File: config.mk
export PLATFORM = sky130hd
export DESIGN_NAME = midi_kp_ctrl
export DESIGN_NICKNAME = d
export VERILOG_FILES = /design/src/rtl/midi_kp_ctrl.sv
export SDC_FILE = /design/constraint.sdc
export NUM_CORES = 1
export LEC_CHECK = 0
export ABC_CLOCK_PERIOD_IN_PS = 10830
export BUFFER_PORTS_ARGS = -buffer_cell sky130_fd_sc_hd__buf_2
export CELL_PAD_IN_SITES_DETAIL_PLACEMENT = 0
export CELL_PAD_IN_SITES_GLOBAL_PLACEMENT = 1
export CORE_ASPECT_RATIO = 1.4
export CORE_MARGIN = 1.5
export CORE_UTILIZATION = 49
export DETAILED_ROUTE_END_ITERATION = 12
export PLACE_DENSITY = 0.95
export SLEW_MARGIN = 20
export SYNTH_ARGS = -nofsm -noshare
export SYNTH_HDL_FRONTEND = slang
export SYNTH_SLANG_ARGS = --single-unit
File: constraint.sdc
create_clock -name a_clk -period 10.83 [get_ports a_clk]
set_clock_uncertainty 0.15 [all_clocks]
set_input_delay 0 -clock a_clk [delete_from_list [all_inputs] [get_ports a_clk]]
set_output_delay 0 -clock a_clk [all_outputs]
set_load 0.02 [all_outputs]
File: src/rtl/midi_kp_ctrl.sv
// rtl/midi_kp_ctrl.sv - MIDI note parser driving a Karplus-Strong voice trigger
module midi_kp_ctrl #(
  parameter int TRIG_LEN  = 16,
  parameter int MIN_DELAY = 8
) (
  input  logic       a_clk,
  input  logic       reset_n,
  input  logic [7:0] rx_data,
  input  logic       rx_valid,
  input  logic [3:0] midi_chan,
  input  logic       omni,
  output logic       trig,
  output logic [6:0] velocity,
  output logic [9:0] delay_length,
  output logic [6:0] note,
  output logic       note_active
);

  typedef enum logic [1:0] {P_IDLE, P_DATA1, P_DATA2} p_state_t;
  typedef enum logic [1:0] {T_IDLE, T_HIGH, T_GAP} t_state_t;

  localparam logic [9:0] RESET_DELAY = 10'd734;
  localparam logic [9:0] MIN_D       = 10'(MIN_DELAY);
  localparam logic [7:0] CNT_LAST    = 8'(TRIG_LEN - 1);

  p_state_t   p_state, p_next;
  t_state_t   t_state, t_next;
  logic [7:0] cnt, cnt_next;

  logic       rs_valid, rs_on;
  logic [6:0] p_note;
  logic       msg_done, msg_done_q, msg_on;
  logic [6:0] msg_note, msg_vel;
  logic       take_note;

  logic       pend;
  logic [6:0] pd_note, pd_vel;
  logic [9:0] pd_delay;
  logic       load, cancel, off_hit;

  // Byte classification; realtime bytes fall through every branch untouched
  logic is_rt, is_status, is_data, note_status;
  assign is_rt       = rx_valid && (rx_data >= 8'hF8);
  assign is_status   = rx_valid && rx_data[7] && !is_rt;
  assign is_data     = rx_valid && !rx_data[7];
  assign note_status = (rx_data[7:5] == 3'b100) && (omni || (rx_data[3:0] == midi_chan));

  // Loop length for a note: octave shifts the base table down from note 48
  function automatic logic [9:0] kp_delay(input logic [6:0] n);
    logic [6:0] m;
    logic [3:0] k;
    logic [2:0] o;
    logic [9:0] base;
    logic [9:0] d;
    m = n - 7'd48;
    if (n >= 7'd48) begin
      k = 4'(m % 7'd12);
      o = 3'(m / 7'd12);
    end else begin
      k = 4'(n % 7'd12);
      o = 3'd0;
    end
    case (k)
      4'd0:    base = 10'd734;
      4'd1:    base = 10'd693;
      4'd2:    base = 10'd654;
      4'd3:    base = 10'd617;
      4'd4:    base = 10'd582;
      4'd5:    base = 10'd550;
      4'd6:    base = 10'd519;
      4'd7:    base = 10'd490;
      4'd8:    base = 10'd462;
      4'd9:    base = 10'd436;
      4'd10:   base = 10'd412;
      default: base = 10'd389;
    endcase
    d = base >> o;
    if (d < MIN_D) d = MIN_D;
    return d;
  endfunction

  // Parser state register
  always_ff @(posedge a_clk) begin
    if (!reset_n) p_state <= P_IDLE;
    else          p_state <= p_next;
  end

  // Parser next state
  always_comb begin
    p_next = p_state;
    if (is_status) begin
      p_next = note_status ? P_DATA1 : P_IDLE;
    end else if (is_data) begin
      case (p_state)
        P_IDLE:  p_next = rs_valid ? P_DATA2 : P_IDLE;
        P_DATA1: p_next = P_DATA2;
        default: p_next = P_IDLE;
      endcase
    end
  end

  // Parser strobes: capture the note byte, or complete the message
  always_comb begin
    take_note = is_data && ((p_state == P_IDLE && rs_valid) || p_state == P_DATA1);
    msg_done  = is_data && (p_state == P_DATA2);
  end

  // Running status and the completed-message register
  always_ff @(posedge a_clk) begin
    if (!reset_n) begin
      rs_valid   <= 1'b0;
      rs_on      <= 1'b0;
      p_note     <= 7'd0;
      msg_done_q <= 1'b0;
      msg_note   <= 7'd0;
      msg_vel    <= 7'd0;
      msg_on     <= 1'b0;
    end else begin
      msg_done_q <= msg_done;
      if (is_status) begin
        rs_valid <= note_status;
        rs_on    <= rx_data[4];
      end
      if (take_note) p_note <= rx_data[6:0];
      if (msg_done) begin
        msg_note <= p_note;
        msg_vel  <= rx_data[6:0];
        msg_on   <= rs_on && (rx_data[6:0] != 7'd0);
      end
    end
  end

  assign cancel  = msg_done_q && !msg_on && pend && (msg_note == pd_note);
  assign off_hit = msg_done_q && !msg_on && (msg_note == note);

  // Pending slot: newest note-on wins, a matching note-off drops it
  always_ff @(posedge a_clk) begin
    if (!reset_n) begin
      pend     <= 1'b0;
      pd_note  <= 7'd0;
      pd_vel   <= 7'd0;
      pd_delay <= RESET_DELAY;
    end else if (msg_done_q && msg_on) begin
      pend     <= 1'b1;
      pd_note  <= msg_note;
      pd_vel   <= msg_vel;
      pd_delay <= kp_delay(msg_note);
    end else if (load || cancel) begin
      pend <= 1'b0;
    end
  end

  // Trigger state and pulse/gap counter register
  always_ff @(posedge a_clk) begin
    if (!reset_n) begin
      t_state <= T_IDLE;
      cnt     <= 8'd0;
    end else begin
      t_state <= t_next;
      cnt     <= cnt_next;
    end
  end

  // Trigger next state: high pulse, equal gap, back-to-back if a note waits
  always_comb begin
    t_next   = t_state;
    cnt_next = cnt;
    case (t_state)
      T_IDLE: begin
        if (pend) begin
          t_next   = T_HIGH;
          cnt_next = CNT_LAST;
        end
      end
      T_HIGH: begin
        if (cnt == 8'd0) begin
          t_next   = T_GAP;
          cnt_next = CNT_LAST;
        end else begin
          cnt_next = cnt - 8'd1;
        end
      end
      T_GAP: begin
        if (cnt == 8'd0) begin
          t_next   = pend ? T_HIGH : T_IDLE;
          cnt_next = CNT_LAST;
        end else begin
          cnt_next = cnt - 8'd1;
        end
      end
      default: t_next = T_IDLE;
    endcase
  end

  // Trigger outputs: pulse level and the T_HIGH entry strobe
  always_comb begin
    trig = (t_state == T_HIGH);
    load = (t_next == T_HIGH) && (t_state != T_HIGH);
  end

  // Voice outputs only move on T_HIGH entry; note-off just drops note_active
  always_ff @(posedge a_clk) begin
    if (!reset_n) begin
      note         <= 7'd0;
      velocity     <= 7'd0;
      delay_length <= RESET_DELAY;
      note_active  <= 1'b0;
    end else if (load) begin
      note         <= pd_note;
      velocity     <= pd_vel;
      delay_length <= pd_delay;
      note_active  <= 1'b1;
    end else if (off_hit) begin
      note_active  <= 1'b0;
    end
  end

endmodule

==> results of run 1 <==
## cells in the mapped netlist (all sizes together), types with 3 or more instances
master / n
o311ai: 3
a21boi: 18
nor3b: 3
and2: 6
or3: 4
ha: 14
nor4: 7
inv: 12
nand4: 6
o31ai: 3
nor2b: 31
xor2: 13
nand2b: 6
nor2: 38
a21oi: 34
and3: 4
a32oi: 5
nor3: 10
or3b: 3
a22oi: 6
buf: 20
dfxtp: 87
xnor2: 12
a211oi: 7
a31oi: 7
o21ai: 14
or2: 5
o221ai: 3
a211o: 3
o22ai: 4
o211ai: 7
mux2i: 35
o21a: 5
nand3: 18
clkbuf: 24
nand2: 103
a21o: 3
## stage by stage
step	hold WS, ns	total power [mW]
3_5_place_dp	0.158	0.344
4_1_cts	0.0467	0.696
2_1_floorplan	-0.0140	0.337
5_1_grt	0.0797	0.710
3_3_place_gp	0.155	0.343
6_report	0.0520	0.691
## kinds of logic (layout without fill, tap and decap cells)
group | after synthesis | in the layout
mux | 36 | 36
buf+inv | 57 | 87
simple gates | 255 | 255
flops | 87 | 87
xor+xnor | 25 | 25
compound gates | 150 | 150
fa+ha+maj | 16 | 16
## cell type report
class | count | area [um2] | share of cell area
Tap cell | 138 | 173 | 0.0290
Multi-Input combinational cell | 482 | 3290 | 0.552
Sequential cell | 87 | 1740 | 0.292
Clock inverter | 5 | 105 | 0.0176
Inverter | 13 | 48.8 | 0.00819
Clock buffer | 11 | 243 | 0.0407
Timing Repair Buffer | 58 | 360 | 0.0605
## layer usage
metal  wire (um)  share of wire  track usage  vias to the layer above
li1            -              -            -                     2283
met1        5570           0.42        0.277                     2227
met2        6740           0.50        0.415                      151
met3         577          0.043       0.0411                       43
met4         460          0.034        0.115                        0
met5           0              0            0                        -
## worst paths after layout
path,depth (start not counted),endpoint,from
hold reg to reg,2,pd_vel[0],pd_vel[0]
hold / removal,3,delay_length[4],reset_n
setup reg to reg,11,pd_delay[2],msg_note[4]
setup / recovery,11,pd_delay[2],msg_note[4]
## report_power, final
group          internal [mW]  switching, mW
Sequential             0.321       0.000348
Clock                  0.232          0.120
Combinational        0.00873         0.0101
Total                  0.561          0.130
## sequential cells by signal (all words and copies together), names as in the netlist
| name | count |
|---|---|
| cnt | 8 |
| delay_length | 10 |
| msg_done_q | 1 |
| msg_note | 7 |
| msg_on | 1 |
| msg_vel | 7 |
| note | 7 |
| note_active | 1 |
| p_note | 7 |
| p_state | 2 |
| pd_delay | 10 |
| pd_note | 7 |
| pd_vel | 7 |
| pend | 1 |
| rs_on | 1 |
| rs_valid | 1 |
| t_state | 2 |
| velocity | 7 |
## worst max-delay path: stages (launching register included)
cell and delay, ns:
dfxtp_1 0.98, inv_2 0.22, ha_1 0.67, or3b_4 0.25, nor3_2 0.04, a311oi_2 0.34, nand3_1 0.43, or4_1 0.66
o211ai_1 0.11, o41ai_1 0.13, mux4_2 0.50, o311ai_2 0.20
## timing repair
| item | CTS | global route |
|---|---|---|
| hold buffers | 11 | 0 |
| setup endpoints to repair | 0 | 0 |
| endpoints found under the hold margin | 18 | 0 |
==> metrics.txt, run 1 <==
status=finished, final reports clean; Avg Vias per Cell=5.92; proportion of synthesized area in mux cells=0.0728; global-route wire length before repair=22.1 mm; total number of vias=4704; largest family of logic cells by synthesized area=simple AND/OR/NAND/NOR gates; Seq/Total Area, Yosys=0.329; Die Footprint=0.0114 mm2; number of synthesized flops with an enable pin=0; Max-slew headroom=0.316; GR Overflow Total=0; Worst EP arrival=4.90 ns; Sum Neg Setup Slack=0 ns; drc violations=0; Max Cap Viol=0; # diodes=0; cells after synthesis=626; Slew Viols, Final=0; Iteration-0 DRC Markers=255; most common cell after layout, fill and taps aside=nand2_1; compound-cell area share of the yosys netlist=0.225; CP required=10.92 ns; largest net degree at the start of global routing=68; post-synth top area cell=dfxtp_1; routed length per instance=16.8 um; post-cts sizing count=0; # Post-CTS Setup Buffers=0; aggregate routed wire length=13.3 mm; crit share post-route=0.444; most frequent cells in the layout=nand2_1, dfxtp_1, buf_2, nor2_1, mux2i_1; antenna-violating nets left=0; Root Buffer Master=clkbuf_16; leakage=2.10 nW; Synth top area share=0.329; DP Worst Slack=6.15 ns; nets@finish=681; Synthesized Nets=656; RSZ-0062 raised after global routing=false; vias in the first global route=4700; Synth warnings=0; port bufs=41; CTS buffer count=9; post-layout instance count excluding filler cells=794; GRT Overall Usage=0.237; htree depth=3; DRT Pass-1 Iters=4; Pwr Density=116 mW/mm2; Ports=42; share of cells above drive strength 1=0.146; post-DP HPWL=9.06 mm; Inst Count DP=767; # rows=44; die width=90.8 um; Initial Util=0.506; clk_lat worst skew=0.34 ns; top_reg_cell synth=dfxtp_1; CTS clk-pin slew, worst paths=0.06 ns; Setup CP Type=flip-flop to flip-flop; flops & latches, synth=87; post-synthesis adder-cell area fraction=0.0369; min cycle time layout=4.81 ns; fmax=208 MHz; critical path startpoint category=flip-flop; post-synthesis simple-gate area fraction=0.242; antenna violations before repair=0; Netlist cell types=93; dpl cell area=0.00550 mm2; Worst Setup Slack, final=6.02 ns; Fin. Hold Viols=0; HP Class=input port to flip-flop; CTS tree=yes; Tightest Pin Transition=1.02 ns; peak supply drop=0.000148 V; endpoints failing setup=0; final core area utilization=0.569; post-synthesis xor/xnor area fraction=0.0428; gpl congestion=0.898; area delta synth->final=12.5%; Syn Std Cell Area=0.00529 mm2; reg2reg setup slack=6.02 ns; Fillers=946; CP max FO=29; core area=0.0105 mm2; Die H=126 um; final instance area=0.00596 mm2; CTS Sinks=87; main area contributors after synthesis=dfxtp_1, nand2_1, mux2i_1; Worst setup EP type=flip-flop; Clock Path Buffers=2; ys async rst share=0; syn_area_per_cell=8.46 um2
Power figures use the tool's default switching activity.
==> inputs of run 2 (changes only) <==
--- a/config.mk
+++ b/config.mk
@@ -5,15 +5,15 @@
 export SDC_FILE = /design/constraint.sdc
 export NUM_CORES = 1
 export LEC_CHECK = 0
-export ABC_CLOCK_PERIOD_IN_PS = 10830
+export ABC_CLOCK_PERIOD_IN_PS = 3900
 export BUFFER_PORTS_ARGS = -buffer_cell sky130_fd_sc_hd__buf_2
 export CELL_PAD_IN_SITES_DETAIL_PLACEMENT = 0
 export CELL_PAD_IN_SITES_GLOBAL_PLACEMENT = 1
 export CORE_ASPECT_RATIO = 1.4
 export CORE_MARGIN = 1.5
-export CORE_UTILIZATION = 49
+export CORE_UTILIZATION = 41
 export DETAILED_ROUTE_END_ITERATION = 12
-export PLACE_DENSITY = 0.95
+export PLACE_DENSITY = 0.87
 export SLEW_MARGIN = 20
 export SYNTH_ARGS = -nofsm -noshare
 export SYNTH_HDL_FRONTEND = slang
==> constraint.sdc (replaced) <==
create_clock -name a_clk -period 3.9 [get_ports a_clk]
set_clock_uncertainty 0.15 [all_clocks]
set_input_delay 0 -clock a_clk [delete_from_list [all_inputs] [get_ports a_clk]]
set_output_delay 0 -clock a_clk [all_outputs]
set_load 0.02 [all_outputs]
==> run 2 against run 1 <==
Compared with the run above: critical path depth grew 1; cell count grew 4.0%; non-clock buffer count grew 20; worst hold slack lost 0.0013 ns; flip-flop and latch count is the same; sequential share of layout area shrank 0.74 points.
==> metrics.txt, run 2 (synthesized netlist as in run 1, its figures left out) <==
final core area utilization=0.489 (was 0.569); Setup CP Type=flip-flop to flip-flop (unchanged); core area=0.0125 mm2 (was 0.0105 mm2); gpl congestion=1.02 (was 0.898); crit share post-route=0.951 (was 0.444); CTS tree=yes (unchanged); largest net degree at the start of global routing=67 (was 68); port bufs=41 (unchanged); # diodes=0 (unchanged); drc violations=0 (unchanged); GRT Overall Usage=0.205 (was 0.237); GR Overflow Total=0 (unchanged); Inst Count DP=799 (was 767); Die H=137 um (was 126 um); CP max FO=10 (was 29); leakage=2.19 nW (was 2.10 nW); nets@finish=701 (was 681); fmax=270 MHz (was 208 MHz); global-route wire length before repair=22.4 mm (was 22.1 mm); min cycle time layout=3.71 ns (was 4.81 ns); critical path endpoint=pd_delay[1] (was pd_delay[2]); post-layout instance count excluding filler cells=826 (was 794); CP startpoint=msg_note[4] (unchanged); endpoints failing setup=0 (unchanged); routed length per instance=16.3 um (was 16.8 um); # rows=48 (was 44); most common cell after layout, fill and taps aside=nand2_1 (unchanged); Slowest-stage cell, CP=a2111oi_4 (was dfxtp_1); Worst R2R Start=msg_note[4] (unchanged); Die Footprint=0.0136 mm2 (was 0.0114 mm2); Initial Util=0.424 (was 0.506); area delta synth->final=15.4% (was 12.5%); htree depth=3 (unchanged); CP Cell Sequence=ha_1, ha_1, buf_4, or3b_4, nor3_2, a311oi_2, and3_1, a211oi_1, or3_4, o221ai_2, a2111oi_4, o311ai_1 (was inv_2, ha_1, or3b_4, nor3_2, a311oi_2, nand3_1, or4_1, o211ai_1, o41ai_1, mux4_2, o311ai_2); CP required=3.93 ns (was 10.92 ns); most frequent cells in the layout=nand2_1, dfxtp_1, buf_2, nor2_1, mux2i_1 (unchanged); Tightest Pin Transition=0.989 ns (was 1.02 ns); Avg Vias per Cell=5.69 (was 5.92); die width=99.0 um (was 90.8 um); Clock Path Buffers=2 (unchanged); CTS clk-pin slew, worst paths=0.07 ns (was 0.06 ns); critical path startpoint category=flip-flop (unchanged); Sum Neg Setup Slack=0 ns (unchanged); WHS Path Cells=3 (unchanged); RR Endpoint=pd_delay[1] (was pd_delay[2]); antenna violations before repair=0 (unchanged); share of cells above drive strength 1=0.176 (was 0.146); RSZ-0062 raised after global routing=false (unchanged); DRT Pass-1 Iters=5 (was 4); CTS buffer count=9 (unchanged); antenna-violating nets left=0 (unchanged); HP Class=input port to flip-flop (unchanged); Slew Viols, Final=0 (unchanged); total number of vias=4702 (was 4704); aggregate routed wire length=13.5 mm (was 13.3 mm); Fin. Hold Viols=0 (unchanged); Iteration-0 DRC Markers=279 (was 255); Root Buffer Master=clkbuf_16 (unchanged); post-DP HPWL=9.87 mm (was 9.06 mm); clk_lat worst skew=0.34 ns (about the same); Max Cap Viol=0 (unchanged); peak supply drop=0.000297 V (was 0.000148 V); reg2reg setup slack=0.19 ns (was 6.02 ns); status=finished, final reports clean (unchanged); CTS Sinks=87 (unchanged); Crit path largest cell delay=0.50 ns (was 0.98 ns); vias in the first global route=4577 (was 4700); Pwr Density=299 mW/mm2 (was 116 mW/mm2); # Post-CTS Setup Buffers=0 (unchanged); worst-case reg-to-reg path depth=12 (was 11); Ports=42 (unchanged); Top cell by count, worst path=ha_1; Max-slew headroom=0.339 (was 0.316); Worst EP arrival=3.74 ns (was 4.90 ns); Worst setup EP type=flip-flop (unchanged); Largest regs=delay_length (10), pd_delay (10), cnt (8) (unchanged)
run 2: through the flow:
step,hold slack (ns),cell area [um2],total power [mW],worst slack [ns]
finish,0.0506,6110,1.83,0.191
detailed placement,0.162,5660,0.954,0.162
CTS,0.0468,6080,1.85,0.140
global route,0.102,6110,1.89,0.0131
floorplan,-0.0140,5290,0.935,0.397
global placement,0.159,5660,0.953,0.269
run 2: layer usage:
layer | part of all wire | GRT usage | up-vias
met4 | 0.041 | 0.105 | 0
met5 | 0 | 0 | -
li1 | - | - | 2331
met1 | 0.43 | 0.234 | 2217
met3 | 0.024 | 0.0289 | 41
met2 | 0.51 | 0.373 | 113
run 2: worst min path at each step:
stage,startpoint,end,slack (ns)
6_report,reset_n,delay_length[6],0.05
5_1_grt,reset_n,delay_length[4],0.10
4_1_cts,reset_n,pd_vel[2],0.05
3_5_place_dp,rx_data[0],msg_vel[0],0.16
3_3_place_gp,rx_data[1],msg_vel[1],0.16
2_1_floorplan,rx_data[0],msg_vel[0],-0.01
run 2: cell type report:
cell class | instances | area, um2
Clock buffer | 10 | 229
Sequential cell | 87 | 1740
Inverter | 13 | 48.8
Multi-Input combinational cell | 482 | 3320
Clock inverter | 6 | 77.6
Tap cell | 150 | 188
Timing Repair Buffer | 78 | 510
Fill cell | 1204 | 6380
run 2: critical path: cells and delay by family (launching register included):
family | cells | cell delay (ns)
and+or+nand+nor | 4 | 1.12
AOI/OAI and AO/OA | 5 | 1.19
DFF | 1 | 0.33
adders and majority gates | 2 | 0.57
buffers and inverters | 1 | 0.19
run 2: repair_timing:
action                     in CTS  in global routing
setup endpoints to repair       0                  5
gates resized for setup         0                  5
hold endpoints to repair       18                  0
hold buffers                   11                  0
run 2: where the power goes:
group          switching, mW  internal, mW
combinational         0.0271        0.0247
sequential          0.000930         0.890
clock                  0.374         0.509
==> inputs of run 3 (changes only) <==
==> constraint.sdc (replaced) <==
create_clock -name a_clk -period 3.9 [get_ports a_clk]
set_clock_uncertainty 0.15 [all_clocks]
set_input_delay 0.78 -clock a_clk [delete_from_list [all_inputs] [get_ports a_clk]]
set_output_delay 0.78 -clock a_clk [all_outputs]
set_load 0.02 [all_outputs]
==> run 3 against run 2 <==
Compared with the run above: highest routed layer unchanged; non-clock buffer count decreased by 13; setup slack improved by 0.0022 ns; critical path depth unchanged; global-route usage decreased by 0.53 points; cell count shrank 1.6%; design area shrank 2.5%; fmax barely moved.
==> metrics.txt, run 3 (synthesized netlist as in run 1, its figures left out) <==
CP max FO=14 (was 10); Max-slew headroom=0.328 (was 0.339); Iteration-0 DRC Markers=250 (was 279); dpl cell area=0.00565 mm2 (was 0.00566 mm2); hold worst-path end=pd_vel[5] (was delay_length[6]); Pwr Density=304 mW/mm2 (was 299 mW/mm2); min cycle time layout=3.71 ns (about the same); most common cell after layout, fill and taps aside=nand2_1 (unchanged); largest net degree at the start of global routing=67 (unchanged); Fillers=1241 (was 1204); GR Overflow Total=0 (unchanged); CTS Sinks=87 (unchanged); Tightest Pin Transition=1.01 ns (was 0.989 ns); gpl congestion=0.904 (was 1.02); final core area utilization=0.477 (was 0.489); Worst setup EP type=flip-flop (unchanged); leakage=2.13 nW (was 2.19 nW); RR Endpoint=pd_delay[1] (unchanged); Worst EP arrival=3.73 ns (was 3.74 ns); clk_lat worst skew=0.33 ns (was 0.34 ns); Top cell by count, worst path=buf_4 (was ha_1); share of cells above drive strength 1=0.175 (was 0.176); Die H=137 um (unchanged); Slowest-stage cell, CP=and3_1 (was a2111oi_4); fmax=270 MHz (about the same); Sum Neg Setup Slack=0 ns (unchanged); # diodes=0 (unchanged); post-DP HPWL=9.77 mm (was 9.87 mm); core area=0.0125 mm2 (unchanged); CTS buffer count=9 (unchanged); drc violations=0 (unchanged); # Post-CTS Setup Buffers=0 (unchanged); global-route wire length before repair=22.0 mm (was 22.4 mm); endpoints failing setup=0 (unchanged); antenna-violating nets left=0 (unchanged); final instance area=0.00596 mm2 (was 0.00611 mm2); Avg Vias per Cell=5.72 (was 5.69); routed length per instance=16.4 um (was 16.3 um); htree depth=3 (unchanged); Die Footprint=0.0136 mm2 (unchanged); Reg area=0.00174 mm2 (unchanged); DRT Pass-1 Iters=5 (unchanged); WHS Path Cells=2 (was 3); port bufs=41 (unchanged); RSZ-0062 raised after global routing=false (unchanged); Crit path largest cell delay=0.48 ns (was 0.50 ns); Root Buffer Master=clkbuf_16 (unchanged); Worst R2R Start=msg_note[5] (was msg_note[4]); CTS tree=yes (unchanged); Ports=42 (unchanged); CP required=3.93 ns (about the same); die width=99.0 um (unchanged); Fin. Hold Viols=0 (unchanged); aggregate routed wire length=13.4 mm (was 13.5 mm); # rows=48 (unchanged); status=finished, final reports clean (unchanged); most frequent cells in the layout=nand2_1, dfxtp_1, buf_2, nor2_1, mux2i_1 (unchanged); HP Class=flip-flop to flip-flop (was input port to flip-flop); Largest regs=delay_length (10), pd_delay (10), cnt (8) (unchanged); Worst Setup Slack, final=0.194 ns (was 0.191 ns); CTS clk-pin slew, worst paths=0.07 ns (about the same); antenna violations before repair=0 (unchanged); Multi-input gate area=0.00329 mm2 (was 0.00332 mm2); Slew Viols, Final=0 (unchanged); reg2reg setup slack=0.19 ns (about the same); peak supply drop=0.000277 V (was 0.000297 V); nets@finish=688 (was 701); crit share post-route=0.950 (was 0.951); critical path startpoint category=flip-flop (unchanged); worst-case reg-to-reg path depth=12 (unchanged); area delta synth->final=12.6% (was 15.4%); DP Worst Slack=0.107 ns (was 0.162 ns); Clock Path Buffers=2 (unchanged); Max Cap Viol=0 (unchanged); Hold Crit Start=msg_vel[5] (was reset_n); vias in the first global route=4506 (was 4577); Initial Util=0.424 (unchanged); Setup CP Type=flip-flop to flip-flop (unchanged); total number of vias=4654 (was 4702); CP Cell Sequence=buf_4, ha_2, buf_4, xor2_1, nor2_1, o22ai_1, and3_1, nand3_1, o22ai_2, o221ai_2, a2111oi_4, o311ai_1 (was ha_1, ha_1, buf_4, or3b_4, nor3_2, a311oi_2, and3_1, a211oi_1, or3_4, o221ai_2, a2111oi_4, o311ai_1); GRT Overall Usage=0.200 (was 0.205)
[run 3: worst max-delay path by stage]
stage / endpoint / slack, ns / from
3_3_place_gp: pd_delay[1] / 0.21 / msg_note[5]
4_1_cts: pd_delay[1] / 0.09 / msg_note[4]
6_report: pd_delay[1] / 0.19 / msg_note[5]
3_5_place_dp: pd_delay[1] / 0.11 / msg_note[4]
2_1_floorplan: pd_delay[2] / 0.40 / msg_note[4]
5_1_grt: pd_delay[1] / 0.03 / msg_note[4]
[run 3: metrics by stage]
stage	hold slack (ns)	std cells	power [mW]
2_1_floorplan	0.282	626	0.935
3_3_place_gp	0.296	797	0.954
3_5_place_dp	0.300	797	0.955
4_1_cts	0.304	813	1.83
5_1_grt	0.324	813	1.87
6_report	0.304	813	1.81
[run 3: cell type report]
class,count,area share
sequential,87,0.292
multi-input combinational,482,0.552
clock buffer,10,0.0384
inverter,13,0.00819
clock inverter,6,0.0126
timing repair buffer,65,0.0647
tap,150,0.0315
[run 3: worst max-delay path: cells and delay by family (launching register included)]
kind	cells	cell delay, ns
adders and majority gates	1	0.47
buffers and inverters	2	0.39
and+or+nand+nor	3	0.75
DFF	1	0.31
AOI/OAI and AO/OA	5	1.30
xor gates and xnor gates	1	0.18
[run 3: power breakdown]
group	leakage [nW]	internal [mW]	switching [mW]	total, mW
clock	0.146	0.507	0.368	0.875
combinational	1.28	0.0175	0.0258	0.0434
sequential	0.701	0.890	0.000955	0.891
[run 3: routing by layer]
layer | GRT usage | routed length, um | vias to the layer above
li1 | - | - | 2303
met1 | 0.237 | 5690 | 2206
met2 | 0.357 | 6910 | 113
met3 | 0.0259 | 347 | 32
met4 | 0.0952 | 403 | 0
met5 | 0 | 0 | -
[run 3: what timing repair did]
item | 4_1_cts | 5_1_grt
gates resized for setup | 0 | 2
hold buffers | 0 | 0
endpoints found under the setup margin | 0 | 4
hold endpoints to repair | 0 | 0
